[config.mk]
export PLATFORM = sky130hd
export DESIGN_NAME = tetris_input_ctrl
export DESIGN_NICKNAME = d
export VERILOG_FILES = /design/src/rtl/tetris_input_ctrl.sv
export SDC_FILE = /design/constraint.sdc
export NUM_CORES = 1
export LEC_CHECK = 0
export ABC_AREA = 1
export CAP_MARGIN = 10
export CORE_MARGIN = 2
export CORE_UTILIZATION = 55
export CTS_BUF_LIST = sky130_fd_sc_hd__clkbuf_4
export DETAILED_ROUTE_END_ITERATION = 6
export PLACE_DENSITY = 0.77
export SYNTH_ARGS = -nofsm -noshare
export SYNTH_HDL_FRONTEND = slang
export SYNTH_SLANG_ARGS = --single-unit
[constraint.sdc]
create_clock -name clk -period 1.73 [get_ports clk]
set_input_delay 0.4325 -clock clk [delete_from_list [all_inputs] [get_ports clk]]
set_output_delay 0.4325 -clock clk [all_outputs]
set_load 0.02 [all_outputs]
[src/rtl/tetris_input_ctrl.sv]
// tetris_input_ctrl: player-input front end for tetris_grid.
// Turns joystick ADC samples into a CENTER/LEFT/RIGHT direction with
// hysteresis, and debounces the two pushbuttons. It produces single-cycle
// move/rotate pulses, with DAS/ARR auto-repeat for horizontal moves and
// soft drop.
//
// Optional feature: define TETRIS_COMBO_RESET_EN to build the both-buttons
// combo reset. When it is enabled, rotate/move_down are suppressed while
// both buttons are held.
//
// Ports:
//   clk          system clock (50 MHz)
//   reset        synchronous active-high reset
//   adc_value    latest joystick sample
//   adc_valid    one-cycle strobe qualifying adc_value
//   btn_raw      asynchronous button levels, [0]=rotate, [1]=down
//   move_left    one-cycle move-left pulse
//   move_right   one-cycle move-right pulse
//   move_down    one-cycle soft-drop pulse
//   rotate       one-cycle rotate pulse
//   dir_state    00=CENTER, 01=LEFT, 10=RIGHT
//   btn_level    debounced button levels
//   combo_reset  one-cycle game-reset request (0 unless the feature is built)
module tetris_input_ctrl #(
    parameter int unsigned ADC_W           = 12,
    parameter int unsigned HI_THRESH       = 2000,
    parameter int unsigned LO_THRESH       = 1300,
    parameter int unsigned HYST            = 100,
    parameter int unsigned DEBOUNCE_CYCLES = 500000,
    parameter int unsigned DAS_CYCLES      = 8000000,
    parameter int unsigned ARR_CYCLES      = 2500000,
    parameter int unsigned COMBO_CYCLES    = 50000000
) (
    input  logic             clk,
    input  logic             reset,
    input  logic [ADC_W-1:0] adc_value,
    input  logic             adc_valid,
    input  logic [1:0]       btn_raw,
    output logic             move_left,
    output logic             move_right,
    output logic             move_down,
    output logic             rotate,
    output logic [1:0]       dir_state,
    output logic [1:0]       btn_level,
    output logic             combo_reset
);

    localparam logic [1:0] ST_CENTER = 2'b00;
    localparam logic [1:0] ST_LEFT   = 2'b01;
    localparam logic [1:0] ST_RIGHT  = 2'b10;

    // One extra bit so threshold +/- HYST cannot wrap.
    localparam int unsigned   CMP_W    = ADC_W + 1;
    localparam logic [CMP_W-1:0] HI_ENTRY = CMP_W'(HI_THRESH);
    localparam logic [CMP_W-1:0] LO_ENTRY = CMP_W'(LO_THRESH);
    localparam logic [CMP_W-1:0] HI_EXIT  = CMP_W'(HI_THRESH - HYST);
    localparam logic [CMP_W-1:0] LO_EXIT  = CMP_W'(LO_THRESH + HYST);

    localparam int unsigned RPT_MAX = (DAS_CYCLES > ARR_CYCLES) ? DAS_CYCLES : ARR_CYCLES;
    localparam int unsigned RPT_W   = $clog2(RPT_MAX + 1);
    localparam logic [RPT_W-1:0] DAS_LAST = RPT_W'(DAS_CYCLES - 1);
    localparam logic [RPT_W-1:0] ARR_LAST = RPT_W'(ARR_CYCLES - 1);

    localparam int unsigned DEB_W = $clog2(DEBOUNCE_CYCLES + 1);
    localparam logic [DEB_W-1:0] DEB_LAST = DEB_W'(DEBOUNCE_CYCLES - 1);

    // Zero-length timing parameters would make terminal counts wrap.
    if (DAS_CYCLES == 0 || ARR_CYCLES == 0 || DEBOUNCE_CYCLES == 0 || COMBO_CYCLES == 0) begin : g_bad_params
        $error("tetris_input_ctrl: cycle-count parameters must be non-zero");
    end

    // Repeat counter terminal: DAS delay first, ARR period afterwards.
    function automatic logic rpt_done(input logic [RPT_W-1:0] cnt, input logic arr);
        return arr ? (cnt == ARR_LAST) : (cnt == DAS_LAST);
    endfunction

    // ------------------------------------------------------------------
    // Direction FSM
    // ------------------------------------------------------------------
    logic [CMP_W-1:0] adc_x;
    logic [1:0]       dir_next;
    logic [RPT_W-1:0] h_cnt;
    logic             h_arr;

    assign adc_x = {1'b0, adc_value};

    // Next direction; only a strobed sample may move the state.
    always_comb begin
        dir_next = dir_state;
        if (adc_valid) begin
            case (dir_state)
                ST_CENTER: begin
                    if (adc_x > HI_ENTRY)      dir_next = ST_RIGHT;
                    else if (adc_x < LO_ENTRY) dir_next = ST_LEFT;
                end
                ST_RIGHT: begin
                    if (adc_x < LO_ENTRY)      dir_next = ST_LEFT;
                    else if (adc_x < HI_EXIT)  dir_next = ST_CENTER;
                end
                ST_LEFT: begin
                    if (adc_x > HI_ENTRY)      dir_next = ST_RIGHT;
                    else if (adc_x > LO_EXIT)  dir_next = ST_CENTER;
                end
                default: dir_next = ST_CENTER;
            endcase
        end
    end

    // State register plus horizontal pulse / auto-repeat.
    always_ff @(posedge clk) begin
        if (reset) begin
            dir_state  <= ST_CENTER;
            h_cnt      <= '0;
            h_arr      <= 1'b0;
            move_left  <= 1'b0;
            move_right <= 1'b0;
        end else begin
            dir_state  <= dir_next;
            move_left  <= 1'b0;
            move_right <= 1'b0;
            if (dir_next != dir_state) begin
                // Entry (or direct swap) pulses immediately and restarts DAS.
                move_left  <= (dir_next == ST_LEFT);
                move_right <= (dir_next == ST_RIGHT);
                h_cnt      <= '0;
                h_arr      <= 1'b0;
            end else if (dir_state == ST_CENTER) begin
                h_cnt <= '0;
                h_arr <= 1'b0;
            end else if (rpt_done(h_cnt, h_arr)) begin
                move_left  <= (dir_state == ST_LEFT);
                move_right <= (dir_state == ST_RIGHT);
                h_cnt      <= '0;
                h_arr      <= 1'b1;
            end else begin
                h_cnt <= h_cnt + RPT_W'(1);
            end
        end
    end

    // ------------------------------------------------------------------
    // Button synchroniser and debounce
    // ------------------------------------------------------------------
    logic [1:0]       sync_a;
    logic [1:0]       sync_b;
    logic [1:0]       btn_prev;
    logic [1:0]       btn_rise;
    logic [DEB_W-1:0] deb_cnt [2];

    // The counter only runs while the synchronised input disagrees with the
    // accepted level; any return to agreement restarts the stability window.
    always_ff @(posedge clk) begin
        if (reset) begin
            sync_a    <= 2'b00;
            sync_b    <= 2'b00;
            btn_level <= 2'b00;
            btn_prev  <= 2'b00;
            for (int i = 0; i < 2; i++) deb_cnt[i] <= '0;
        end else begin
            sync_a   <= btn_raw;
            sync_b   <= sync_a;
            btn_prev <= btn_level;
            for (int i = 0; i < 2; i++) begin
                if (sync_b[i] == btn_level[i]) begin
                    deb_cnt[i] <= '0;
                end else if (deb_cnt[i] == DEB_LAST) begin
                    btn_level[i] <= sync_b[i];
                    deb_cnt[i]   <= '0;
                end else begin
                    deb_cnt[i] <= deb_cnt[i] + DEB_W'(1);
                end
            end
        end
    end

    assign btn_rise = btn_level & ~btn_prev;

    // ------------------------------------------------------------------
    // Optional combo reset
    // ------------------------------------------------------------------
    logic pulse_block;

`ifdef TETRIS_COMBO_RESET_EN
    localparam int unsigned COMBO_W = $clog2(COMBO_CYCLES + 1);
    localparam logic [COMBO_W-1:0] COMBO_LAST = COMBO_W'(COMBO_CYCLES - 1);

    logic [COMBO_W-1:0] combo_cnt;
    logic               combo_done;

    assign pulse_block = &btn_level;

    // Counts while both are held, fires once, then waits for a release.
    always_ff @(posedge clk) begin
        if (reset) begin
            combo_cnt   <= '0;
            combo_done  <= 1'b0;
            combo_reset <= 1'b0;
        end else begin
            combo_reset <= 1'b0;
            if (!pulse_block) begin
                combo_cnt  <= '0;
                combo_done <= 1'b0;
            end else if (combo_cnt == COMBO_LAST) begin
                if (!combo_done) begin
                    combo_reset <= 1'b1;
                    combo_done  <= 1'b1;
                end
            end else begin
                combo_cnt <= combo_cnt + COMBO_W'(1);
            end
        end
    end
`else
    assign pulse_block = 1'b0;
    assign combo_reset = 1'b0;
`endif

    // ------------------------------------------------------------------
    // Rotate and soft drop
    // ------------------------------------------------------------------
    logic [RPT_W-1:0] d_cnt;
    logic             d_arr;

    // Rotate never repeats; soft drop reuses the DAS/ARR scheme.
    always_ff @(posedge clk) begin
        if (reset) begin
            rotate    <= 1'b0;
            move_down <= 1'b0;
            d_cnt     <= '0;
            d_arr     <= 1'b0;
        end else begin
            rotate    <= btn_rise[0] & ~pulse_block;
            move_down <= 1'b0;
            if (!btn_level[1]) begin
                d_cnt <= '0;
                d_arr <= 1'b0;
            end else if (btn_rise[1]) begin
                move_down <= ~pulse_block;
                d_cnt     <= '0;
                d_arr     <= 1'b0;
            end else if (rpt_done(d_cnt, d_arr)) begin
                move_down <= ~pulse_block;
                d_cnt     <= '0;
                d_arr     <= 1'b1;
            end else begin
                d_cnt <= d_cnt + RPT_W'(1);
            end
        end
    end

endmodule

# Yosys cells after proc, flatten, opt, wreduce, memory -nomap -nowiden
# Memories as Yosys holds them, arrays and structs flattened.
# Cells that the tools add are included.
# op_classes
add_sub_neg	4
order_cmp	4
eq_ne	13
mux	48
bitwise	11
reduce_logical	8
# ops
op	count
19-bit two-way mux	6
23-bit by 1-bit adder with 23-bit output (second input constant)	2
23-bit by 22-bit == test with 1-bit output (second input constant)	2
23-bit == test (second input constant)	2
19-bit by 1-bit adder with 19-bit output (second input constant)	2
19-bit == test (second input constant)	2
1-bit two-way mux	34
12-bit by 11-bit greater-than comparator with 1-bit output (second input constant)	2
12-bit by 11-bit < comparator with 1-bit output (second input constant)	2
2-bit two-way mux	7
4-bit OR reduction	2
1-bit OR	6
2-bit case mux with 3 select lines	1
3-bit OR reduction	2
2-bit by 1-bit == test with 1-bit output (second input constant)	2
2-bit == test (second input constant)	2
2-bit AND reduction	2
1-bit inverter	3
2-bit AND	1
1-bit == test	2
2-bit zero test	1
2-bit inequality test	1
2-bit inverter	1
2-bit OR reduction	1
# totals
ff_bits	62
ram_bits	38
in_bits	17
output_inout_bits	9
n_memories	1
# mem_list
memory	depth	word_bits	rd	rd_ports_with_merged_regs	write_ports	line	text
deb_cnt	2	19	2	0	2	148	logic [DEB_W-1:0] deb_cnt [2];

# Longest topological paths before layout
# An unclocked memory read counts as a cell.
# logic_depth
depth_word	8
mapped_depth	14

# Worst setup path before layout
# No wires, ideal clock.
# synth_timing
kind	register to register
start	memory deb_cnt[0][0] (netlist name)
end	memory deb_cnt[0][18] (netlist name), data pin
setup_time_ps	264
t_arrival_ps	1549
path_slack_ps	-84
path_stages_with_launch	10
path_buffers	0
period_less_slack_ps	1814
path_cell_list	edfxtp_1 ha_1 nand2_1 nor3_2 nand2_1 nor2_1 nand2_1 nor3_2 and3_1 nor3_1
# synth_rtl
element	line
start: declaration	148

==> results.md <==
- The flow ran to the end, but the final reports show violations.
- The final reports fail on negative setup slack.
- The cell area after layout is 0.00736 mm2.
- The CTS sink count is 100.
- The most frequent standard cell in the layout excluding fill and tap cells is sky130_fd_sc_hd__inv_1.
- STA puts the critical path data required time at 1.98 ns.
- The floorplan has 35 rows.
- Global routing used 22.8% of the available tracks.
- Sequential elements use a little under half of the synthesized area.
- The post-route netlist has 32.0% of its cells at a drive strength greater than 1.
- The library cells used most frequently in the layout, excluding fill and tap cells, are sky130_fd_sc_hd__inv_1, sky130_fd_sc_hd__nand2_1, sky130_fd_sc_hd__buf_4.
- The mapped netlist covers 0.00522 mm2.
- The top achievable clock speed is 548 MHz.
- The total die area is between 0.01 and 0.015 mm2.
- After detailed routing, the number of remaining DRC violations is 0.
- The synthesized area divided by synthesized cell count is 7.77 um2.
- The number of enable-type register cells in the synthesized netlist is 38.
- For this design the static power due to leakage is a little over 3 nW.
- The number of I/O port buffers is 24.
- The area added between synthesis and finish is 41.0%.
- TritonCTS built the clock tree.
- The total area inside the core boundary comes to 0.00924 mm2.
- The number of antenna violations at the first check in global routing is 1.
- The worst hold slack across all endpoints is a little over 0.4 ns.
- The footprint of the flip-flops and latches is 0.00240 mm2.
- The die boundary height is 101 um.
- The largest family of logic cells by synthesized area is simple AND/OR/NAND/NOR gates.
- The number of max-cap violations is 0.
- The power density relative to cell area is 588 mW/mm2.
- The via count is 5128.
- Of the post-synthesis cell area, the part taken by muxes is 0%.
- The nature of the critical path endpoint is a flop.
- The post-detailed-routing wire length is 14600 um.
- In this run the number of H-tree levels came out at 3.
- The worst setup path is of the flop to flop kind.
- Setup repair after global routing could not meet its margin everywhere.
- The arithmetic-cell share of the synthesized area counting full adders, half adders and majority gates is 0.959%.
- The via count of the first global-routing pass is between 4000 and 5000.
- In the routed layout, each cell is associated on average with a via count of 5.26.
- The post-synthesis compound-gate area fraction is under 10%.
- The flop and latch count out of synthesis is 100.
- The number of cells produced by synthesis is 672.
- The netlist uses 44 different library cells.
- On the final layout, the worst clock skew is ~0.025 ns.
- After detailed placement, the design holds a cell count of 924.
- STA classifies the critical path startpoint as a flop.
- The worst path in the final design needs a cycle of 1.82 ns, including I/O delays and setup.
- The peak supply drop is 441 uV.
- The fraction of registers with async set/reset is 0%.
- The pin count of the biggest net entering global routing is 24.
- The top flip-flop cell by instance count after synthesis is sky130_fd_sc_hd__dfxtp_1.
- Clock-pin slew was measured on the worst setup and hold paths at around 0.17 ns.
- Once routing completed, OpenROAD measured the worst setup slack at -0.0940 ns.
- The maximum fanout along the worst path is 5.
- The overall die width is 101 um.
- The count of pins over their slew limit came to 0.
- The multi-input logic area is between 0.003 and 0.004 mm2.
- The setup-violating endpoint count in the final report is 24.
- The global placement routability congestion is roughly 0.87.
- The count of nets left with antenna violations once routing finished came out at 0.
- Excluding fillers, the count of instances in the completed layout stands at 974.
- The final clock period utilization by the worst path is 105%.
- Once the floorplan was initialized, standard cells occupied 56.5% of the core.
- The class of the tightest hold or removal check is flop to flop.
- The global-route wire length before repair is approximately 19000 um.
- The worst setup slack after placement is -0.496 ns.
- Clock latency on the worst-skew pair, taken at its later pin, is between 0.4 and 0.5 ns.
- The estimated wirelength of the detail-placed design is 8100 um.
- The final hold violation count is 0.
- Summing the areas of all xor and xnor instances in the mapped netlist gives 7.05% of the synthesized area.
- The filler cell count is 559.
- The first-pass detailed-route iteration total is 4.
- The DRC marker count from the first detailed-route iteration is 267.
- The routed wire length per instance is 15.0 um.
- The data arrival time of the worst path is 2.08 ns.
- In this run the count of I/O pins placed on the die edge is 26.
- In this run the clock root is driven by a sky130_fd_sc_hd__clkbuf_4.
- The clock passes through at most 2 buffers.
- Global routing finished with a remaining overflow of 0.
- The synthesized netlist devotes 32.8% of its cell area to simple gates.
- The final layout contains 860 nets.
- In this run, CTS created clock tree buffers numbering 9.
- The placed instances occupy a cell area of about 0.0063 mm2.
- The count of warnings emitted by yosys is 0.
## metal layers
metal / part of all wire [%] / vias up / track usage (%)
met2: 52 / 157 / 41.2
met1: 40 / 2459 / 27.3
met3: 4.8 / 35 / 4.21
li1: - / 2477 / -
met4: 2.8 / 0 / 8.00
met5: 0 / - / 0
## cells in the mapped netlist, types with 2 or more instances
master | instances | share of area, %
sky130_fd_sc_hd__nor2_1 | 114 | 8.2
sky130_fd_sc_hd__nand3_1 | 40 | 3.8
sky130_fd_sc_hd__o21ai_1 | 3 | 0.29
sky130_fd_sc_hd__inv_1 | 105 | 7.5
sky130_fd_sc_hd__buf_4 | 3 | 0.43
sky130_fd_sc_hd__xor2_1 | 36 | 6.0
sky130_fd_sc_hd__nand3_2 | 2 | 0.38
sky130_fd_sc_hd__nor3_2 | 2 | 0.38
sky130_fd_sc_hd__nor3b_2 | 3 | 0.72
sky130_fd_sc_hd__or2_2 | 3 | 0.36
sky130_fd_sc_hd__nor3b_1 | 6 | 0.86
sky130_fd_sc_hd__nor4_1 | 14 | 1.7
sky130_fd_sc_hd__a21oi_1 | 23 | 2.2
sky130_fd_sc_hd__nor2_4 | 3 | 0.65
sky130_fd_sc_hd__o21ai_0 | 11 | 1.1
sky130_fd_sc_hd__nor2_2 | 6 | 0.72
sky130_fd_sc_hd__clkbuf_1 | 2 | 0.14
sky130_fd_sc_hd__nor3_1 | 34 | 3.3
sky130_fd_sc_hd__nand2_2 | 3 | 0.36
sky130_fd_sc_hd__xnor2_1 | 6 | 1.0
sky130_fd_sc_hd__conb_1 | 2 | 0.14
sky130_fd_sc_hd__dfxtp_1 | 62 | 24
sky130_fd_sc_hd__buf_2 | 3 | 0.29
sky130_fd_sc_hd__nand2_1 | 110 | 7.9
sky130_fd_sc_hd__nand4_2 | 2 | 0.48
sky130_fd_sc_hd__ha_1 | 4 | 0.96
sky130_fd_sc_hd__nand4_1 | 16 | 1.9
sky130_fd_sc_hd__edfxtp_1 | 38 | 22
## metrics by stage
stage	setup TNS (ns)	util (%)	total power, mW
2_1_floorplan	-0.0128	-	2.75
3_3_place_gp	-11.57	68.2	2.90
3_5_place_dp	-13.98	68.2	2.92
4_1_cts	-0.149	71.9	4.24
5_1_grt	-5.89	79.7	4.46
6_report	-0.734	79.7	4.33
## power by group
| part | internal (mW) | leakage [nW] | switching [mW] | total, mW |
|---|---|---|---|---|
| logic | 0.195 | 2.10 | 0.255 | 0.450 |
| clock network | 0.489 | 0.0850 | 0.858 | 1.35 |
| registers | 2.49 | 0.899 | 0.0410 | 2.53 |
## state kept, by name, indices dropped and copies added (netlist names), 2 cells and up
register and flops:
dir_state 2, h_cnt 23, btn_level 2, btn_prev 2, deb_cnt 38, sync_a 2
d_cnt 23, sync_b 2
## cell type report
type,instances,share of cell area [%]
Sequential cell,100,32.6
Clock inverter,6,1.07
Clock buffer,10,1.02
Antenna cell,1,0.0340
Timing Repair Buffer,127,15.7
Inverter,107,5.49
Multi-Input combinational cell,494,41.9
Tap cell,129,2.19
## path summary, 6_finish.rpt
check	start	endpoint	slack, ns	depth (start not counted)
min	sync_a[0]$_SDFF_PP0_	sync_b[0]$_SDFF_PP0_	0.41	2
max reg2reg	deb_cnt[0][0]$_SDFFCE_PN0P_	deb_cnt[0][13]$_SDFFCE_PN0P_	-0.09	10
max	deb_cnt[0][0]$_SDFFCE_PN0P_	deb_cnt[0][13]$_SDFFCE_PN0P_	-0.09	10
min reg2reg	sync_a[0]$_SDFF_PP0_	sync_b[0]$_SDFF_PP0_	0.41	2
## timing repair
action                                  4_1_cts  5_1_grt
gates resized for setup                      47      130
cloned                                        1        5
hold buffers                                  0        0
endpoints found under the setup margin       49       89
setup buffers                                 7       21
pin swaps                                    13       52
endpoints found under the hold margin         0        0
## worst max-delay path, stage by stage (launching register included)
cell and delay (ns):
sky130_fd_sc_hd__edfxtp_1 0.42, sky130_fd_sc_hd__ha_2 0.21, sky130_fd_sc_hd__nand2_2 0.08, sky130_fd_sc_hd__inv_1 0.12, sky130_fd_sc_hd__nand2_2 0.08, sky130_fd_sc_hd__inv_2 0.07
sky130_fd_sc_hd__nand4_1 0.16, sky130_fd_sc_hd__nand2_4 0.19, sky130_fd_sc_hd__buf_12 0.14, sky130_fd_sc_hd__a21oi_1 0.04, sky130_fd_sc_hd__o21a_1 0.10
## cell families after synthesis
family,count (synthesis)
AOI/OAI and AO/OA,46
adders and majority gates,4
xor gates and xnor gates,42
other,2
buffers and inverters,115
DFF,100
and+or+nand+nor,363
Note: power is estimated with default switching activity, not from simulation.
